<file path="src/rtl/ex_mem_stage_skid.sv">
// EX->MEM pipeline register with valid/ready handshake, flush and an
// optional second (skid) entry. Bubbles reach MEM with ctrl zeroed.
// A saturating counter tracks cycles where MEM applies back-pressure.
module ex_mem_stage_skid #(
    parameter int XLEN   = 64,
    parameter int CTRL_W = 5,
    parameter int RD_W   = 5,
    parameter int SKID   = 1,
    parameter int CNT_W  = 32
) (
    input  logic              clk,
    input  logic              reset,
    input  logic              flush,
    input  logic              in_valid,
    output logic              in_ready,
    input  logic [CTRL_W-1:0] in_ctrl,
    input  logic [XLEN-1:0]   in_pc,
    input  logic [XLEN-1:0]   in_alu,
    input  logic [XLEN-1:0]   in_store,
    input  logic              in_zf,
    input  logic [RD_W-1:0]   in_rd,
    output logic              out_valid,
    input  logic              out_ready,
    output logic [CTRL_W-1:0] out_ctrl,
    output logic [XLEN-1:0]   out_pc,
    output logic [XLEN-1:0]   out_alu,
    output logic [XLEN-1:0]   out_store,
    output logic              out_zf,
    output logic [RD_W-1:0]   out_rd,
    output logic [CNT_W-1:0]  stall_cnt
);

    // Payload is kept as one packed word: {ctrl, pc, alu, store, zf, rd}.
    localparam int PW = CTRL_W + 3 * XLEN + 1 + RD_W;

    typedef enum logic [1:0] {
        EMPTY = 2'd0,
        ONE   = 2'd1,
        FULL  = 2'd2
    } state_t;

    state_t          state_q, state_d;
    logic [PW-1:0]   main_q, main_d;
    logic [PW-1:0]   skid_q, skid_d;
    logic            in_ready_q, in_ready_d;
    logic [CNT_W-1:0] stall_cnt_q, stall_cnt_d;

    logic [PW-1:0]   in_word;
    logic            accept;
    logic [CTRL_W-1:0] main_ctrl;

    assign in_word = {in_ctrl, in_pc, in_alu, in_store, in_zf, in_rd};

    // With a skid entry, in_ready is a pure flop so no out_ready->in_ready
    // path exists. Without one, in_ready_q only marks "out of reset" and the
    // ready is formed combinationally from the output side.
    assign in_ready = (SKID != 0) ? in_ready_q
                                  : (in_ready_q & (~out_valid | out_ready));
    assign accept   = in_valid & in_ready;

    assign out_valid = (state_q != EMPTY);
    assign {main_ctrl, out_pc, out_alu, out_store, out_zf, out_rd} = main_q;
    assign out_ctrl  = main_ctrl & {CTRL_W{out_valid}};
    assign stall_cnt = stall_cnt_q;

    // Next-state, storage moves and stall counting; flush overrides all moves.
    always_comb begin
        state_d     = state_q;
        main_d      = main_q;
        skid_d      = skid_q;
        stall_cnt_d = stall_cnt_q;

        if (SKID != 0) begin
            case (state_q)
                EMPTY: begin
                    if (accept) begin
                        main_d  = in_word;
                        state_d = ONE;
                    end
                end
                ONE: begin
                    if (out_ready && accept) begin
                        main_d = in_word;
                    end else if (out_ready) begin
                        state_d = EMPTY;
                    end else if (accept) begin
                        skid_d  = in_word;
                        state_d = FULL;
                    end
                end
                FULL: begin
                    if (out_ready) begin
                        main_d  = skid_q;
                        state_d = ONE;
                    end
                end
                default: state_d = EMPTY;
            endcase
        end else begin
            if (accept) begin
                main_d  = in_word;
                state_d = ONE;
            end else if (out_ready) begin
                state_d = EMPTY;
            end
        end

        // A handshake in the flush cycle is dropped: storage keeps old contents.
        if (flush) begin
            state_d = EMPTY;
            main_d  = main_q;
            skid_d  = skid_q;
        end

        in_ready_d = (SKID != 0) ? (state_d != FULL) : 1'b1;

        if (out_valid && !out_ready && !(&stall_cnt_q)) begin
            stall_cnt_d = stall_cnt_q + 1'b1;
        end
    end

    // State, storage and counter registers with asynchronous reset.
    always_ff @(posedge clk or posedge reset) begin
        if (reset) begin
            state_q     <= EMPTY;
            main_q      <= '0;
            skid_q      <= '0;
            in_ready_q  <= 1'b0;
            stall_cnt_q <= '0;
        end else begin
            state_q     <= state_d;
            main_q      <= main_d;
            skid_q      <= skid_d;
            in_ready_q  <= in_ready_d;
            stall_cnt_q <= stall_cnt_d;
        end
    end

endmodule

</file>
<file path="config.mk">
export PLATFORM = sky130hd
export DESIGN_NAME = ex_mem_stage_skid
export DESIGN_NICKNAME = d
export VERILOG_FILES = /design/src/rtl/ex_mem_stage_skid.sv
export SDC_FILE = /design/constraint.sdc
export NUM_CORES = 1
export LEC_CHECK = 0
export BUFFER_PORTS_ARGS = -buffer_cell sky130_fd_sc_hd__buf_2
export CAP_MARGIN = 20
export CORE_UTILIZATION = 35
export DETAILED_ROUTE_END_ITERATION = 8
export SLEW_MARGIN = 20
export SYNTH_ARGS = -nofsm -noshare
export SYNTH_HDL_FRONTEND = slang
export SYNTH_SLANG_ARGS = --single-unit
export TNS_END_PERCENT = 1
</file>
<file path="constraint.sdc">
create_clock -name clk -period 23.4 [get_ports clk]
set_input_delay 4.68 -clock clk [delete_from_list [all_inputs] [get_ports clk]]
set_output_delay 4.68 -clock clk [all_outputs]
set_load 0.005 [all_outputs]
</file>
==> results.json <==
{
  "status": "complete, no violations",
  "hpwl_mm": 31.16,
  "setup_violations": 0,
  "end_kind": "flip-flop",
  "drive_gt1_frac": 0.3556,
  "synth_cells": 1894,
  "slew_headroom": 0.2541,
  "rsz0062_at_grt": "no",
  "vias": 14018,
  "antenna_found_initial": 9,
  "fmax_ghz": 0.1269,
  "synth_cell_types": 40,
  "start_util": 0.3575,
  "power.switching_uw": 575.8,
  "busiest_layer": "met2",
  "fill_cells": 5427,
  "finalPower_mw": 2.198,
  "p_leak_nw": 10.59,
  "met2_usage": 0.2655,
  "stdcell_count": 2883,
  "path_class": "input port to flip-flop",
  "vias_per_cell": 4.862,
  "fin_crit_sh": 0.3367,
  "use_met1": 0.2008,
  "postCtsSetupBuffers": 0,
  "port_buffers": 444,
  "root_buffer": "clkbuf_16",
  "core_um2": 55520,
  "crit_required_ns": 23.78,
  "avgSynthCellArea_um2": 10.48,
  "grt_pass1_vias": 13728,
  "multi_input_area_um2": 6792,
  "cts_tree": "done",
  "place_inst": 2789,
  "grt_pass1_wl_mm": 74.36,
  "combPwrFrac": 0.167,
  "yosys_warnings": 0,
  "ff_latch_area_um2": 11040,
  "hold_buffers": 0,
  "cts_max_level": 2,
  "synth_seq_cells": 441,
  "die_h_um": 240.1,
  "drt_first_pass_iters": 5,
  "antenna_left": 0,
  "fin_nets": 2301,
  "first_iter_violations": 661,
  "tns_ns": 0,
  "critPathMaxFanout": 213,
  "worstMarginPinSlew_ns": 1.119,
  "hp-class": "flip-flop to flip-flop",
  "grt_max_degree": 214,
  "area_delta_synth_final_pct": 15.02,
  "synth_top_flop_cell": "dfrtp_1",
  "avgRoutedWirePerCell_um": 16.56,
  "io_pins": 445,
  "hold_violations": 0,
  "clkTransAtPathRegs_ns": 0.06,
  "clock_latency_ns": 0.56,
  "critical_path_arrival_ns": 8.26,
  "clock_tree.buffer_depth": 3,
  "internal_power_mw": 1.622,
  "ir_drop_mv": 0.05615,
  "synth_edf_count": 0,
  "place_congestion": 0.8143,
  "routed_wirelength_mm": 47.73,
  "synth_nets": 2103,
  "grt.overflow.total": 0,
  "skew_ns": 0.01262,
  "yosysSeqAreaShare": 0.5560,
  "powerDensity_nw_per_um2": 96.28,
  "p_clk_frac": 0.360,
  "grtUsageTotal": 0.1602,
  "slew_viol_final": 0,
  "fin_crit_ns": 7.879,
  "seqPwrFrac": 0.474,
  "use_met3": 0.04328,
  "clock-sinks": 441,
  "cts_resized": 0,
  "numCtsBuffers": 48,
  "dieArea_um2": 57670,
  "start_kind": "input port",
  "drc": 0,
  "maxCapViolations": 0,
  "rows": 86,
  "die_w_um": 240.1,
  "swShare": 0.2620,
  "async_flop_share": 1.000,
  "netlist_area_um2": 19850
}
[metrics by stage]
stage,util,hold WS [ns],setup WS (ns),instance area [um^2]
floorplan,-,0.4792,6.433,19850
global placement,0.3806,0.4829,15.28,21130
detailed placement,0.3806,0.4784,15.12,21130
CTS,0.4105,0.4891,15.76,22790
global route,0.4111,0.5117,15.24,22820
finish,0.4112,0.4869,15.52,22830
[cell type report]
type | count | area share
Tap cell | 748 | 0.04100
Multi-Input combinational cell | 1137 | 0.2975
Antenna cell | 6 | 0.0006577
Timing Repair Buffer | 460 | 0.1039
Clock inverter | 18 | 0.01080
Clock buffer | 69 | 0.06182
Inverter | 4 | 0.0009865
Sequential cell | 441 | 0.4834
[worst max-delay path, cell delays in order]
cell and delay [ns]:
buf_2 0.09, and3b_1 0.27, o21ai_1 0.17, a21oi_4 0.19
buf_12 0.50, buf_4 0.81, buf_4 0.87, a31oi_1 0.20
[power groups by stage]
stage                     combinational [mW]  sequential [mW]  clock [mW]
after detailed placement               0.373             1.05           0
after global routing                   0.409             1.06       0.844
after global placement                 0.360             1.04           0
final                                  0.366             1.04       0.791
after floorplan                        0.322             1.03           0
after CTS                              0.373             1.04       0.815
[Yosys cell counts, drive strengths merged (2+ instances only)]
cell type	count	area, um^2
dfrtp	441	11040
nand2	417	1565
buf	263	1862
nor2	207	777.0
mux2	204	2297
a31oi	203	1270
clkbuf	49	183.9
xnor2	29	254.0
nand4	20	146.4
nand3	12	72.57
and3	9	56.30
and2	6	37.54
nor2b	6	37.54
inv	4	15.01
a21oi	3	15.01
a211oi	2	15.01
and4	2	20.02
nand4b	2	23.77
nor4	2	18.77
o21ai	2	10.00
[metal layers]
layer	part of all wire	vias up
li1	-	6579
met1	0.42	6986
met2	0.49	359
met3	0.069	88
met4	0.025	6
met5	0.00078	-
[flip-flops by register name, summed over array words and instances (netlist names)]
signal,flops
main_q,203
skid_q,203
stall_cnt,32
state_q,2
in_ready,1
[cell usage in the layout, fill, tap and decap left out, types with 2 or more instances in the layout]
cell,synthesis,layout
clkbuf_1,49,9
a31oi_1,203,203
inv_1,4,3
and3_1,9,9
diode_2,0,6
nand4_1,18,18
clkbuf_8,0,11
buf_2,48,444
buf_4,213,13
nand3_4,1,2
clkinv_2,0,10
a21oi_1,3,2
xnor2_1,29,29
nor2b_1,6,5
clkbuf_16,0,49
a211oi_1,2,2
nand2_1,417,416
bufinv_16,0,6
buf_12,0,2
dfrtp_1,441,441
and2_1,6,6
nand3_1,11,10
nor2_1,207,207
mux2_2,204,204
[cells by family after synthesis]
group / after synthesis / synth area share
AND/OR/NAND/NOR: 688 / 0.1410
XOR/XNOR: 30 / 0.01324
AO/OA/AOI/OAI: 214 / 0.06959
flip-flops: 441 / 0.5560
buffers and inverters: 316 / 0.1038
adder cells (fa/ha/maj): 1 / 0.0006303
multiplexers: 204 / 0.1157
[path summary, 6_finish.rpt]
check                         startpoint       endpoint  slack [ns]  cells past startpoint
max in group asynchronous          reset     main_q[70]       17.08                      4
hold / removal             stall_cnt[10]  stall_cnt[10]        0.49                      1
min in group asynchronous          reset    main_q[195]        4.24                      2
hold reg to reg            stall_cnt[10]  stall_cnt[10]        0.49                      1
setup / recovery                in_valid     main_q[49]       15.52                      8
setup reg to reg              state_q[1]     main_q[49]       19.18                      7
No activity file was read; power rests on OpenSTA's default activity.
